===== config.mk =====
export PLATFORM = sky130hd
export DESIGN_NAME = fp_store_data_queue
export DESIGN_NICKNAME = d
export VERILOG_FILES = /design/src/rtl/fp_sdq_pkg.sv /design/src/rtl/fp_sdq_ptr.sv /design/src/rtl/fp_store_data_queue.sv
export SDC_FILE = /design/constraint.sdc
export NUM_CORES = 1
export LEC_CHECK = 0
export ABC_AREA = 1
export CORE_ASPECT_RATIO = 0.5
export CORE_MARGIN = 1.5
export CORE_UTILIZATION = 35
export CTS_CLUSTER_DIAMETER = 200
export DETAILED_ROUTE_END_ITERATION = 16
export MAX_ROUTING_LAYER = met4
export PLACE_DENSITY_LB_ADDON = 0.3
export SLEW_MARGIN = 0
export SYNTH_ARGS = -nofsm -noshare
export SYNTH_HDL_FRONTEND = slang
export SYNTH_HIERARCHICAL = 1
export SYNTH_SLANG_ARGS = --single-unit

===== constraint.sdc =====
create_clock -name clock -period 16.36 [get_ports clock]
set_input_delay 3.272 -clock clock [delete_from_list [all_inputs] [get_ports clock]]
set_output_delay 3.272 -clock clock [all_outputs]
set_load 0.05 [all_outputs]

===== src/rtl/fp_sdq_pkg.sv =====
`default_nettype none
// ============================================================================
//  Module      : fp_sdq_pkg
//  Description : Shared types and helpers for the FP store-data queue.
//                sdq_entry_t is the payload stored per queue slot, sized by
//                the default widths below. clog2_min1 gives a pointer width
//                that never collapses to zero bits.
//  Revision    : 1.0 - initial release
// ============================================================================
package fp_sdq_pkg;

    localparam int SDQ_DEPTH  = 4;
    localparam int SDQ_DATA_W = 65;
    localparam int SDQ_ROB_W  = 7;

    typedef struct packed {
        logic [SDQ_DATA_W-1:0] data;
        logic [SDQ_ROB_W-1:0]  rob_idx;
    } sdq_entry_t;

    // Pointer width for an index range of 0..n-1, never less than one bit.
    function automatic int clog2_min1(input int n);
        return (n <= 2) ? 1 : $clog2(n);
    endfunction

endpackage
`default_nettype wire


===== src/rtl/fp_sdq_ptr.sv =====
`default_nettype none
// ============================================================================
//  Module      : fp_sdq_ptr
//  Description : Wrapping queue pointer. Counts 0..DEPTH-1 and returns to 0
//                by explicit compare, so DEPTH need not be a power of two.
//  Ports       : clock, reset (sync, active-low), i_inc (advance),
//                i_clr (return to 0, wins over i_inc), o_ptr (current index)
//  Revision    : 1.0 - initial release
// ============================================================================
module fp_sdq_ptr
    import fp_sdq_pkg::*;
#(
    parameter int DEPTH = 4,
    parameter int PTR_W = clog2_min1(DEPTH)
) (
    input  logic             clock,
    input  logic             reset,
    input  logic             i_inc,
    input  logic             i_clr,
    output logic [PTR_W-1:0] o_ptr
);

    localparam logic [PTR_W-1:0] c_LAST = PTR_W'(DEPTH - 1);
    localparam logic [PTR_W-1:0] c_ONE  = PTR_W'(1);

    logic [PTR_W-1:0] r_ptr;

    always_ff @(posedge clock) begin
        if (!reset || i_clr) begin
            r_ptr <= '0;
        end else if (i_inc) begin
            r_ptr <= (r_ptr == c_LAST) ? '0 : r_ptr + c_ONE;
        end
    end

    assign o_ptr = r_ptr;

endmodule
`default_nettype wire


===== src/rtl/fp_store_data_queue.sv =====
`default_nettype none
// ============================================================================
//  Module      : fp_store_data_queue
//  Description : FIFO for FP store data between the FPU writeback and the
//                LSU store-data arbiter. Advertises registered credits and
//                raises a sticky overflow flag on any enqueue attempt while
//                full. No enq->deq bypass: entries appear one cycle later.
//  Ports       : clock, reset (sync, active-low), i_flush (discard all)
//                enq side : i_enq_valid, o_enq_ready, i_enq_data, i_enq_rob_idx
//                deq side : o_deq_valid, i_deq_ready, o_deq_data, o_deq_rob_idx
//                status   : o_credits (DEPTH - count), o_overflow_err (sticky)
//  Config      : FP_SDQ_ASSERT_EN - compiles in simulation-only assertions
//  Revision    : 1.0 - initial release
// ============================================================================
module fp_store_data_queue
    import fp_sdq_pkg::*;
#(
    parameter int DEPTH  = SDQ_DEPTH,
    parameter int DATA_W = SDQ_DATA_W,
    parameter int ROB_W  = SDQ_ROB_W
) (
    input  logic                       clock,
    input  logic                       reset,
    input  logic                       i_flush,
    input  logic                       i_enq_valid,
    output logic                       o_enq_ready,
    input  logic [DATA_W-1:0]          i_enq_data,
    input  logic [ROB_W-1:0]           i_enq_rob_idx,
    output logic                       o_deq_valid,
    input  logic                       i_deq_ready,
    output logic [DATA_W-1:0]          o_deq_data,
    output logic [ROB_W-1:0]           o_deq_rob_idx,
    output logic [$clog2(DEPTH+1)-1:0] o_credits,
    output logic                       o_overflow_err
);

    localparam int PTR_W = clog2_min1(DEPTH);
    localparam int CNT_W = $clog2(DEPTH + 1);
    localparam logic [CNT_W-1:0] c_DEPTH = CNT_W'(DEPTH);
    localparam logic [CNT_W-1:0] c_ONE   = CNT_W'(1);

    // Local entry type follows the instance widths; matches sdq_entry_t at defaults.
    typedef struct packed {
        logic [DATA_W-1:0] data;
        logic [ROB_W-1:0]  rob_idx;
    } entry_t;

    entry_t           r_mem [DEPTH];
    logic [CNT_W-1:0] r_count;
    logic [CNT_W-1:0] r_credits;
    logic             r_overflow;

    logic [PTR_W-1:0] w_head;
    logic [PTR_W-1:0] w_tail;
    logic             w_enq_ready;
    logic             w_deq_valid;
    logic             w_enq_fire;
    logic             w_deq_fire;

    // Ready/valid depend only on registered occupancy, never on i_deq_ready.
    assign w_enq_ready = (r_count != c_DEPTH);
    assign w_deq_valid = (r_count != '0);
    // Handshakes in a flush cycle are killed so no pointer or payload moves.
    assign w_enq_fire  = i_enq_valid & w_enq_ready & ~i_flush;
    assign w_deq_fire  = w_deq_valid & i_deq_ready & ~i_flush;

    fp_sdq_ptr #(.DEPTH(DEPTH), .PTR_W(PTR_W)) u_head_ptr (
        .clock (clock),
        .reset (reset),
        .i_inc (w_deq_fire),
        .i_clr (i_flush),
        .o_ptr (w_head)
    );

    fp_sdq_ptr #(.DEPTH(DEPTH), .PTR_W(PTR_W)) u_tail_ptr (
        .clock (clock),
        .reset (reset),
        .i_inc (w_enq_fire),
        .i_clr (i_flush),
        .o_ptr (w_tail)
    );

    // Payload storage is not reset; occupancy alone qualifies it.
    always_ff @(posedge clock) begin
        if (w_enq_fire) begin
            r_mem[w_tail] <= '{data: i_enq_data, rob_idx: i_enq_rob_idx};
        end
    end

    always_ff @(posedge clock) begin
        if (!reset) begin
            r_count    <= '0;
            r_credits  <= c_DEPTH;
            r_overflow <= 1'b0;
        end else begin
            if (i_enq_valid && !w_enq_ready) begin
                r_overflow <= 1'b1;
            end
            if (i_flush) begin
                r_count   <= '0;
                r_credits <= c_DEPTH;
            end else if (w_enq_fire && !w_deq_fire) begin
                r_count   <= r_count + c_ONE;
                r_credits <= r_credits - c_ONE;
            end else if (w_deq_fire && !w_enq_fire) begin
                r_count   <= r_count - c_ONE;
                r_credits <= r_credits + c_ONE;
            end
        end
    end

    assign o_enq_ready    = w_enq_ready;
    assign o_deq_valid    = w_deq_valid;
    assign o_deq_data     = r_mem[w_head].data;
    assign o_deq_rob_idx  = r_mem[w_head].rob_idx;
    assign o_credits      = r_credits;
    assign o_overflow_err = r_overflow;

`ifdef FP_SDQ_ASSERT_EN
    always_ff @(posedge clock) begin
        if (reset) begin
            a_no_overflow : assert (!(i_enq_valid && !w_enq_ready))
                else $error("fp_store_data_queue: enqueue while full");
            a_count_range : assert (int'(r_count) <= DEPTH);
            a_credit_sum  : assert (int'(r_credits) + int'(r_count) == DEPTH);
        end
    end
`endif

endmodule
`default_nettype wire


After elaboration in Yosys (flattened, before gate mapping)
Memories as Yosys holds them, arrays and structs flattened. A register that Yosys moved wholly into a read port is not among the register bits.
Cells that the tools add are included.

word-level totals
  output and inout port bits = 78
  word-level logic and storage cells = 42
  flip-flop bits (word level) = 11
  memory bits (writable) = 288
  input bits = 77
  memories = 1

memories
  name   words  width  rd ports  clocked after Yosys merged registers in  write ports  line                       text
  r_mem  4      72     1         1                                        1            fp_store_data_queue.sv:48  entry_t r_mem [DEPTH];

operators by class
  reductions and logical operators = 11
  bitwise operators = 6
  equality and inequality tests = 3
  muxes and demuxes = 10
  add/sub/neg operators = 6

operator list
  kind                                                                number
  3-bit 2-to-1 mux                                                    4
  2-bit 2-to-1 mux                                                    4
  3-bit by 1-bit adder with 3-bit output, second input constant       2
  3-bit by 1-bit subtractor with 3-bit output, second input constant  2
  2-bit by 1-bit adder with 2-bit output, second input constant       2
  1-bit bitwise AND                                                   4
  2-bit == test, second input constant                                2
  1-bit zero test                                                     4
  1-bit logical AND                                                   3
  3-bit != test, second input constant                                1
  3-bit nonzero test                                                  1
  1-bit 2-to-1 mux                                                    2
  1-bit NOT                                                           2
  2-bit nonzero test                                                  1
  2-bit OR reduction                                                  1
  1-bit logical OR                                                    1

Depth between registers and ports, before layout
Gate-level depths: netlist (run 1).

  depth in word-level cells = 7
  gate-level depth with buffers = 13
  mapped depth without buffers = 13

By module
Netlist (run 1), hierarchy kept.

by module, submodules not included
  module               area each (sq um)  times used  cells an instance  sequential area each (sq um)
  fp_store_data_queue  11508.5            1           756                8788.4
  fp_sdq_ptr           101.3              2           14                 40.0

Worst setup path after synthesis (run 1)
OpenSTA, ideal clock, no wires.

  path type = in2reg
  from = input port i_flush
  to = memory r_mem[1][0] (netlist bit), enable pin
  required time = 15.769 ns
  stages = 3
  buffers on the path = 0
  slack = 7.343 ns
  setup time = 0.591 ns
  arrival time = 8.426 ns
  cell sequence = inv_1 nand3_1 nor3_1

between the ends
  word-level cells in the longest chain between the ends = 4

RTL lines
  what                                    line                       text
  start, declared                         fp_store_data_queue.sv:24  input logic i_flush,
  1-bit NOT                               fp_store_data_queue.sv:64  assign w_enq_fire = i_enq_valid & w_enq_ready & ~i_flush;
  1-bit bitwise AND                       fp_store_data_queue.sv:64
  1-bit 2-to-1 mux                        fp_store_data_queue.sv:85  if (w_enq_fire) begin
  1-bit 2-to-1 mux (not written as such)  fp_store_data_queue.sv:86  r_mem[w_tail] <= '{data: i_enq_data, rob_idx: i_enq_rob_idx};
  end, declared                           fp_store_data_queue.sv:48

No other way between the ends.

==> results of run 1 <==
## layer usage
metal / vias to the layer above / global-route usage / routed length (um)
li1: 3232 / - / -
met1: 3490 / 0.1979 / 11600
met2: 96 / 0.2587 / 13330
met3: 33 / 0.02845 / 874
met4: 0 / 0.03193 / 463
met5: - / - / 0
## path summary, 6_finish.rpt
path / end / slack [ps] / cells after the start
max: o_deq_data[46] / 9350 / 5
min: o_credits[2] / 490 / 2
max reg2reg: r_mem[2][10] / 13780 / 5
min reg2reg: o_credits[2] / 490 / 2
## registers in the layout (all words and copies together) (netlist names)
register and cells:
o_overflow_err 1, r_mem 288, r_count 3, u_tail_ptr/o_ptr 2, o_credits 3, u_head_ptr/o_ptr 2
## synth_stat cells
library cell / instances / area [um^2]
clkbuf_2: 6 / 30.03
buf_6: 8 / 90.09
nor2_2: 50 / 312.8
nand4_1: 2 / 12.51
nand2_1: 16 / 60.06
inv_1: 24 / 90.09
nand3_1: 9 / 45.04
buf_4: 1 / 7.510
ha_1: 3 / 37.54
o21ai_1: 10 / 50.05
buf_2: 17 / 85.08
o22ai_1: 22 / 137.6
fa_1: 2 / 40.04
o22ai_2: 50 / 625.6
buf_12: 1 / 20.02
inv_6: 1 / 8.760
a211oi_1: 1 / 7.510
clkbuf_1: 13 / 48.80
dfxtp_1: 11 / 220.2
nor2_1: 99 / 371.6
o21a_1: 1 / 7.510
nor3_1: 4 / 20.02
edfxtp_1: 288 / 8648
a21oi_2: 2 / 17.52
a21oi_1: 5 / 25.02
o21ai_0: 137 / 685.7
inv_4: 1 / 6.260
## stage by stage
stage	setup slack (ps)	instance area [um^2]
4_1_cts	9270	14580
3_3_place_gp	9908	13620
3_5_place_dp	9859	13620
2_1_floorplan	7343	11710
5_1_grt	9045	14580
6_report	9353	14590
## layout make-up
| type | instances | area, um^2 |
|---|---|---|
| inverters | 26 | 105.1 |
| flip-flops and latches | 299 | 8874 |
| repair buffers | 164 | 1617 |
| clock buffers | 38 | 812.0 |
| clock inverters | 15 | 147.6 |
| fillers | 2928 | 18410 |
| well taps | 441 | 551.8 |
| multi-input cells | 413 | 2476 |
| diodes | 1 | 2.502 |
## power by group through the flow
stage,sequential [mW],combinational (mW),clock [mW]
after floorplan,0.874,0.0693,0
after global placement,0.872,0.124,0
after detailed placement,0.873,0.126,0
after CTS,0.856,0.127,0.694
after global routing,0.857,0.132,0.722
final,0.856,0.125,0.674
## logic make-up after synthesis
| family | count (synthesis) |
|---|---|
| buffers and inverters | 72 |
| AND/OR/NAND/NOR | 180 |
| adder cells (fa/ha/maj) | 5 |
| flip-flops | 299 |
| AO/OA/AOI/OAI | 228 |
## critical path, delay by kind of cell, from the launching register on
| family | cells | cell delay, ps |
|---|---|---|
| AO/OA/AOI/OAI | 2 | 360 |
| buffers and inverters | 3 | 2200 |
| flip-flops | 1 | 530 |
==> flow_results.xml, run 1 <==
<?xml version="1.0" encoding="UTF-8"?>
<metrics>
  <group name="timing">
    <metric name="highest_clock_rate" unit="GHz">0.1427</metric>
    <metric name="period_needed" unit="ps">7007</metric>
    <metric name="final_min_period_over_clock_period" unit="">0.4283</metric>
    <metric name="clock-skew-final" unit="ps">11.30</metric>
    <metric name="worst-slew-pin-transition" unit="ps">1086</metric>
    <metric name="rsz_0062_raised_after_global_routing" unit="">false</metric>
    <metric name="slew_viol_final" unit="">0</metric>
    <metric name="finalSetupViolations" unit="">0</metric>
    <metric name="fin_setup_tns" unit="ps">0</metric>
    <metric name="report.final.hold_viol_count" unit="">0</metric>
    <metric name="timing.hold.ws" unit="ps">485.4</metric>
    <metric name="maxSlewHeadroom" unit="">0.2759</metric>
  </group>
  <group name="clock_tree">
    <metric name="clk_latency" unit="ps">550</metric>
    <metric name="post-cts-setup-buffers" unit="">0</metric>
    <metric name="cts-root-buf" unit="">clkbuf_16</metric>
    <metric name="htree_num_levels" unit="">1</metric>
    <metric name="cts_hold_repair.buffers" unit="">0</metric>
    <metric name="clock_sink_count" unit="">299</metric>
    <metric name="tritoncts" unit="">yes</metric>
    <metric name="cts_buffer_depth" unit="">3</metric>
    <metric name="post_cts_resize_count" unit="">0</metric>
    <metric name="clock_transition_time_at_the_flip_flop_clock_pins_of_the_worst_setup_and_hold_paths" unit="ps">60</metric>
    <metric name="cts_made_buffers" unit="">29</metric>
  </group>
  <group name="detailed_routing">
    <metric name="routedWlPerCell" unit="um">18.81</metric>
    <metric name="antenna_violating_nets_left" unit="">0</metric>
    <metric name="routed_wirelength" unit="um">26270</metric>
    <metric name="remaining_drcs" unit="">6</metric>
    <metric name="vias" unit="">6851</metric>
    <metric name="drt-initial-drc-count" unit="">370</metric>
    <metric name="drt-pass1-iter-count" unit="">10</metric>
    <metric name="avgViaCountPerCell" unit="">4.904</metric>
  </group>
  <group name="worst_setup_path">
    <metric name="regToRegStartpoint" unit="">r_count[0]</metric>
    <metric name="crit_slowest_cell" unit="">clkdlybuf4s50_1</metric>
    <metric name="cp-startpoint" unit="">u_head_ptr/o_ptr[0]</metric>
    <metric name="worstSetupPathType" unit="">reg2out</metric>
    <metric name="cp-start-kind" unit="">flop</metric>
    <metric name="worst_ep_arrival_time" unit="ps">3730</metric>
    <metric name="cp-end-kind" unit="">output port</metric>
    <metric name="cp.required" unit="ps">13090</metric>
    <metric name="worst-path-max-fanout" unit="">79</metric>
    <metric name="path_cells" unit="">inv_6 &gt; buf_4 &gt; o21ai_0 &gt; o22ai_2 &gt; clkdlybuf4s50_1</metric>
    <metric name="critPathMaxStageDelay" unit="ps">850</metric>
  </group>
  <group name="cells_and_area">
    <metric name="final_layout_size_suffix_gt1_frac" unit="">0.1696</metric>
    <metric name="layout.core_utilization" unit="">0.4421</metric>
    <metric name="layout_commonest_cell" unit="">edfxtp_1</metric>
    <metric name="mostFrequentLayoutCells" unit="">edfxtp_1, clkdlybuf4s50_1, o21ai_0</metric>
    <metric name="final_non_filler_cell_total" unit="">1397</metric>
    <metric name="layout.nets" unit="">1015</metric>
    <metric name="area_growth_syn_to_layout" unit="%">24.54</metric>
  </group>
  <group name="logic_synthesis">
    <metric name="post_synth_and_or_nand_nor_area_fraction" unit="">0.07019</metric>
    <metric name="multiplexer_share_of_the_synthesized_area" unit="">0</metric>
    <metric name="post_synth_inst_count" unit="">784</metric>
    <metric name="synthAdderAreaFrac" unit="">0.006624</metric>
    <metric name="synth-xor-area-share" unit="">0</metric>
    <metric name="yosys_register_bits" unit="">299</metric>
    <metric name="synth_cell_type_count" unit="">27</metric>
    <metric name="synth_area" unit="um^2">11710</metric>
    <metric name="synth_compound_area_frac" unit="">0.1329</metric>
    <metric name="ys_seq_area_frac" unit="">0.7573</metric>
    <metric name="synth_warnings" unit="">6</metric>
    <metric name="synth_nets" unit="">866</metric>
    <metric name="synth_area_per_cell" unit="um^2">14.94</metric>
    <metric name="dominant_combinational_cell_family_by_area_after_synthesis" unit="">compound AO/OA/AOI/OAI gates</metric>
  </group>
  <group name="grt">
    <metric name="grt_antenna_before_repair" unit="">0</metric>
    <metric name="groute.usage.overall" unit="">0.1551</metric>
    <metric name="global_route.overflow_total" unit="">0</metric>
    <metric name="grt_first_pass_wirelength" unit="um">40140</metric>
    <metric name="first_global_vias" unit="">6949</metric>
    <metric name="grt_start_max_net_pins" unit="">86</metric>
  </group>
  <group name="pwr">
    <metric name="report.power.total" unit="mW">1.656</metric>
    <metric name="sw_frac_of_total" unit="">0.2185</metric>
    <metric name="combinationalPowerShare" unit="">0.076</metric>
    <metric name="share_clk_of_total_power" unit="">0.407</metric>
    <metric name="power.ir.vdd_worst" unit="V">0.00007094</metric>
    <metric name="power.static_leakage" unit="nW">4.751</metric>
    <metric name="pwr_density" unit="nW/um^2">113.5</metric>
    <metric name="p_seq_frac" unit="">0.517</metric>
    <metric name="switching_power" unit="mW">0.3618</metric>
    <metric name="power.internal" unit="mW">1.294</metric>
  </group>
  <group name="flow_run">
    <metric name="drv_cap" unit="">0</metric>
  </group>
  <group name="worst_hold_path">
    <metric name="holdCritStartpoint" unit="">o_credits[2]</metric>
    <metric name="worst_hold_path_type" unit="">reg2reg</metric>
  </group>
  <group name="floorplanning">
    <metric name="die_area" unit="um^2">34630</metric>
    <metric name="boundaryPins" unit="">155</metric>
    <metric name="placeableCoreArea" unit="um^2">32990</metric>
    <metric name="floorplan.die.height" unit="um">132.3</metric>
    <metric name="effective_utilization_at_floorplan" unit="">0.3550</metric>
    <metric name="row_count" unit="">47</metric>
    <metric name="die_width" unit="um">261.7</metric>
  </group>
  <group name="placement">
    <metric name="finalWeightedCongestion" unit="">0.7510</metric>
    <metric name="io_buffers" unit="">154</metric>
    <metric name="dp_cells" unit="">1343</metric>
    <metric name="dp_hpwl" unit="um">14360</metric>
  </group>
  <group name="outcome">
    <metric name="status" unit="">finished with violations</metric>
    <metric name="violations" unit="">DRC</metric>
  </group>
</metrics>
(Power assumes the default switching activity.)
==> run 2: changes to the inputs <==
==> constraint.sdc (replaced) <==
create_clock -name clock -period 6.8 [get_ports clock]
set_input_delay 1.36 -clock clock [delete_from_list [all_inputs] [get_ports clock]]
set_output_delay 1.36 -clock clock [all_outputs]
set_load 0.05 [all_outputs]
==> run 2 against run 1 <==
  * Final cell count decreased by 0.14%
  * Flip-flop and latch count unchanged
  * Total power rose by 140%
  * Sequential share of layout area up 0.21 points
  * Wire length down 1.5%
  * Count of clock-buffer cells in the layout shrank 3
  * The run still ends with DRC left
  * Utilization is 0.15 points lower
  * Largest power group unchanged
  * Register-to-register slack lost 9500 ps
  * Critical path depth is the same
==> flow_results.xml, run 2 (synthesized netlist as in run 1, its figures left out) <==
<?xml version="1.0" encoding="UTF-8"?>
<metrics>
  <group name="outcome">
    <metric name="status" unit="">finished with violations</metric>
    <metric name="violations" unit="">DRC</metric>
  </group>
  <group name="cells_and_area">
    <metric name="layout_commonest_cell" unit="">edfxtp_1</metric>
    <metric name="insertedDiodeCount" unit="">0</metric>
    <metric name="area_growth_syn_to_layout" unit="%">24.11</metric>
    <metric name="largest-register" unit="">r_mem</metric>
    <metric name="final_layout_size_suffix_gt1_frac" unit="">0.1667</metric>
    <metric name="final_non_filler_cell_total" unit="">1395</metric>
    <metric name="largest_register_ff_count" unit="">288</metric>
    <metric name="layout.nets" unit="">1016</metric>
    <metric name="mostFrequentLayoutCells" unit="">edfxtp_1, clkdlybuf4s50_1, o21ai_0</metric>
  </group>
  <group name="placement">
    <metric name="io_buffers" unit="">154</metric>
    <metric name="dp_hpwl" unit="um">14400</metric>
    <metric name="finalWeightedCongestion" unit="">0.7237</metric>
    <metric name="dp_cells" unit="">1345</metric>
  </group>
  <group name="detailed_routing">
    <metric name="avgViaCountPerCell" unit="">4.851</metric>
    <metric name="antenna_violating_nets_left" unit="">0</metric>
    <metric name="met3RoutedLength" unit="um">800</metric>
    <metric name="vias" unit="">6767</metric>
    <metric name="drt-met1-wl" unit="um">11510</metric>
    <metric name="routedWlPerCell" unit="um">18.54</metric>
    <metric name="remaining_drcs" unit="">3</metric>
    <metric name="routed.top_layer" unit="">met4</metric>
    <metric name="drt-pass1-iter-count" unit="">10</metric>
    <metric name="routed_wirelength" unit="um">25870</metric>
    <metric name="drt-initial-drc-count" unit="">431</metric>
    <metric name="detailroute.wirelength.met2" unit="um">13200</metric>
  </group>
  <group name="timing">
    <metric name="report.final.hold_viol_count" unit="">0</metric>
    <metric name="fin_setup_tns" unit="ps">0</metric>
    <metric name="clock-skew-final" unit="ps">8.633</metric>
    <metric name="finalSetupViolations" unit="">0</metric>
    <metric name="rsz_0062_raised_after_global_routing" unit="">false</metric>
    <metric name="final_min_period_over_clock_period" unit="">0.7281</metric>
    <metric name="maxSlewHeadroom" unit="">0.2961</metric>
    <metric name="worst-slew-pin-transition" unit="ps">1056</metric>
    <metric name="slew_viol_final" unit="">0</metric>
    <metric name="period_needed" unit="ps">4951</metric>
    <metric name="highest_clock_rate" unit="GHz">0.2020</metric>
  </group>
  <group name="floorplanning">
    <metric name="effective_utilization_at_floorplan" unit="">0.3550</metric>
    <metric name="die_area" unit="um^2">34630</metric>
    <metric name="placeableCoreArea" unit="um^2">32990</metric>
    <metric name="boundaryPins" unit="">155</metric>
    <metric name="die_width" unit="um">261.7</metric>
    <metric name="floorplan.die.height" unit="um">132.3</metric>
    <metric name="row_count" unit="">47</metric>
  </group>
  <group name="clock_tree">
    <metric name="post-cts-setup-buffers" unit="">0</metric>
    <metric name="cts-root-buf" unit="">clkbuf_16</metric>
    <metric name="htree_num_levels" unit="">1</metric>
    <metric name="clock_sink_count" unit="">299</metric>
    <metric name="tritoncts" unit="">yes</metric>
    <metric name="clock_transition_time_at_the_flip_flop_clock_pins_of_the_worst_setup_and_hold_paths" unit="ps">60</metric>
    <metric name="cts_made_buffers" unit="">28</metric>
    <metric name="post_cts_resize_count" unit="">0</metric>
    <metric name="cts_hold_repair.buffers" unit="">0</metric>
    <metric name="cts_buffer_depth" unit="">3</metric>
    <metric name="clk_latency" unit="ps">540</metric>
  </group>
  <group name="worst_setup_path">
    <metric name="crit_slowest_cell" unit="">clkdlybuf4s50_1</metric>
    <metric name="worst_ep_arrival_time" unit="ps">3590</metric>
    <metric name="cp.required" unit="ps">5440</metric>
    <metric name="cp-end-kind" unit="">output port</metric>
    <metric name="worstSetupPathType" unit="">reg2out</metric>
    <metric name="path_cells" unit="">inv_6 &gt; buf_4 &gt; o21ai_0 &gt; o22ai_2 &gt; clkdlybuf4s50_1</metric>
    <metric name="cp-start-kind" unit="">flop</metric>
    <metric name="worst-path-max-fanout" unit="">121</metric>
    <metric name="critPathMaxStageDelay" unit="ps">850</metric>
  </group>
  <group name="worst_hold_path">
    <metric name="worst_hold_path_type" unit="">reg2reg</metric>
  </group>
  <group name="grt">
    <metric name="grt_first_pass_wirelength" unit="um">39700</metric>
    <metric name="grt_antenna_before_repair" unit="">0</metric>
    <metric name="first_global_vias" unit="">6974</metric>
    <metric name="groute.usage.overall" unit="">0.1532</metric>
    <metric name="grt_start_max_net_pins" unit="">122</metric>
    <metric name="global_route.overflow_total" unit="">0</metric>
  </group>
  <group name="pwr">
    <metric name="power.internal" unit="mW">3.050</metric>
    <metric name="combinationalPowerShare" unit="">0.077</metric>
    <metric name="power.ir.vdd_worst" unit="V">0.0001708</metric>
    <metric name="power.static_leakage" unit="nW">4.714</metric>
    <metric name="share_clk_of_total_power" unit="">0.395</metric>
    <metric name="switching_power" unit="mW">0.8546</metric>
    <metric name="pwr_density" unit="nW/um^2">268.7</metric>
    <metric name="p_seq_frac" unit="">0.527</metric>
    <metric name="sw_frac_of_total" unit="">0.2188</metric>
  </group>
  <group name="flow_run">
    <metric name="drv_cap" unit="">0</metric>
  </group>
</metrics>
==> run 2: cell count changes in the layout (fill, tap and decap cells not counted) <==
cell        previous run  this run
clkinv_2               6         2
clkinvlp_4             0         3
buf_4                 10        12
clkbuf_16             31        29
clkinv_1               5         7
clkbuf_8               1         0
diode_2                1         0
inv_6                  2         1
==> run 2: area by class of cell <==
type	instances	area, um^2
multi-input cells	413	2476
repair buffers	166	1632
clock inverters	15	148.9
clock buffers	35	748.2
inverters	26	105.1
fillers	2920	18460
well taps	441	551.8
flip-flops and latches	299	8874
==> run 2: path summary, 6_finish.rpt <==
kind / from / to / slack (ps) / depth (start not counted)
min reg2reg: o_overflow_err / o_overflow_err / 480 / 1
max reg2reg: r_count[1] / r_mem[1][68] / 4250 / 6
min: o_overflow_err / o_overflow_err / 480 / 1
max: u_head_ptr/o_ptr[0] / o_deq_data[23] / 1850 / 5
==> run 2: per-stage QoR <==
stage	power [mW]	utilization	instance area, um^2	hold slack [ps]	setup WS, ps
floorplan	2.271	-	11710	462.6	-305.5
finish	3.905	0.4406	14540	476.1	1849
CTS	3.954	0.4406	14540	476.7	1728
global route	4.036	0.4406	14540	506.9	1585
global placement	2.397	0.4134	13640	449.2	2359
detailed placement	2.403	0.4134	13640	461.4	2326
==> run 2: power by group through the flow <==
stage	registers (mW)	clock network [mW]	logic, mW
after floorplan	2.10	0	0.167
after global placement	2.10	0	0.300
after detailed placement	2.10	0	0.304
after CTS	2.06	1.59	0.306
after global routing	2.06	1.66	0.319
final	2.06	1.54	0.302
==> run 2: layer usage <==
layer	vias to the layer above	global-route usage
li1	3230	-
met1	3422	0.1923
met2	87	0.2619
met3	28	0.02576
met4	0	0.02937
met5	-	-
==> run 2: worst max-delay path: cells and delay by family, from the launching register on <==
| kind | cells | cell delay [ps] |
|---|---|---|
| AOI/OAI and AO/OA | 2 | 290 |
| buffers and inverters | 3 | 2160 |
| DFF | 1 | 530 |
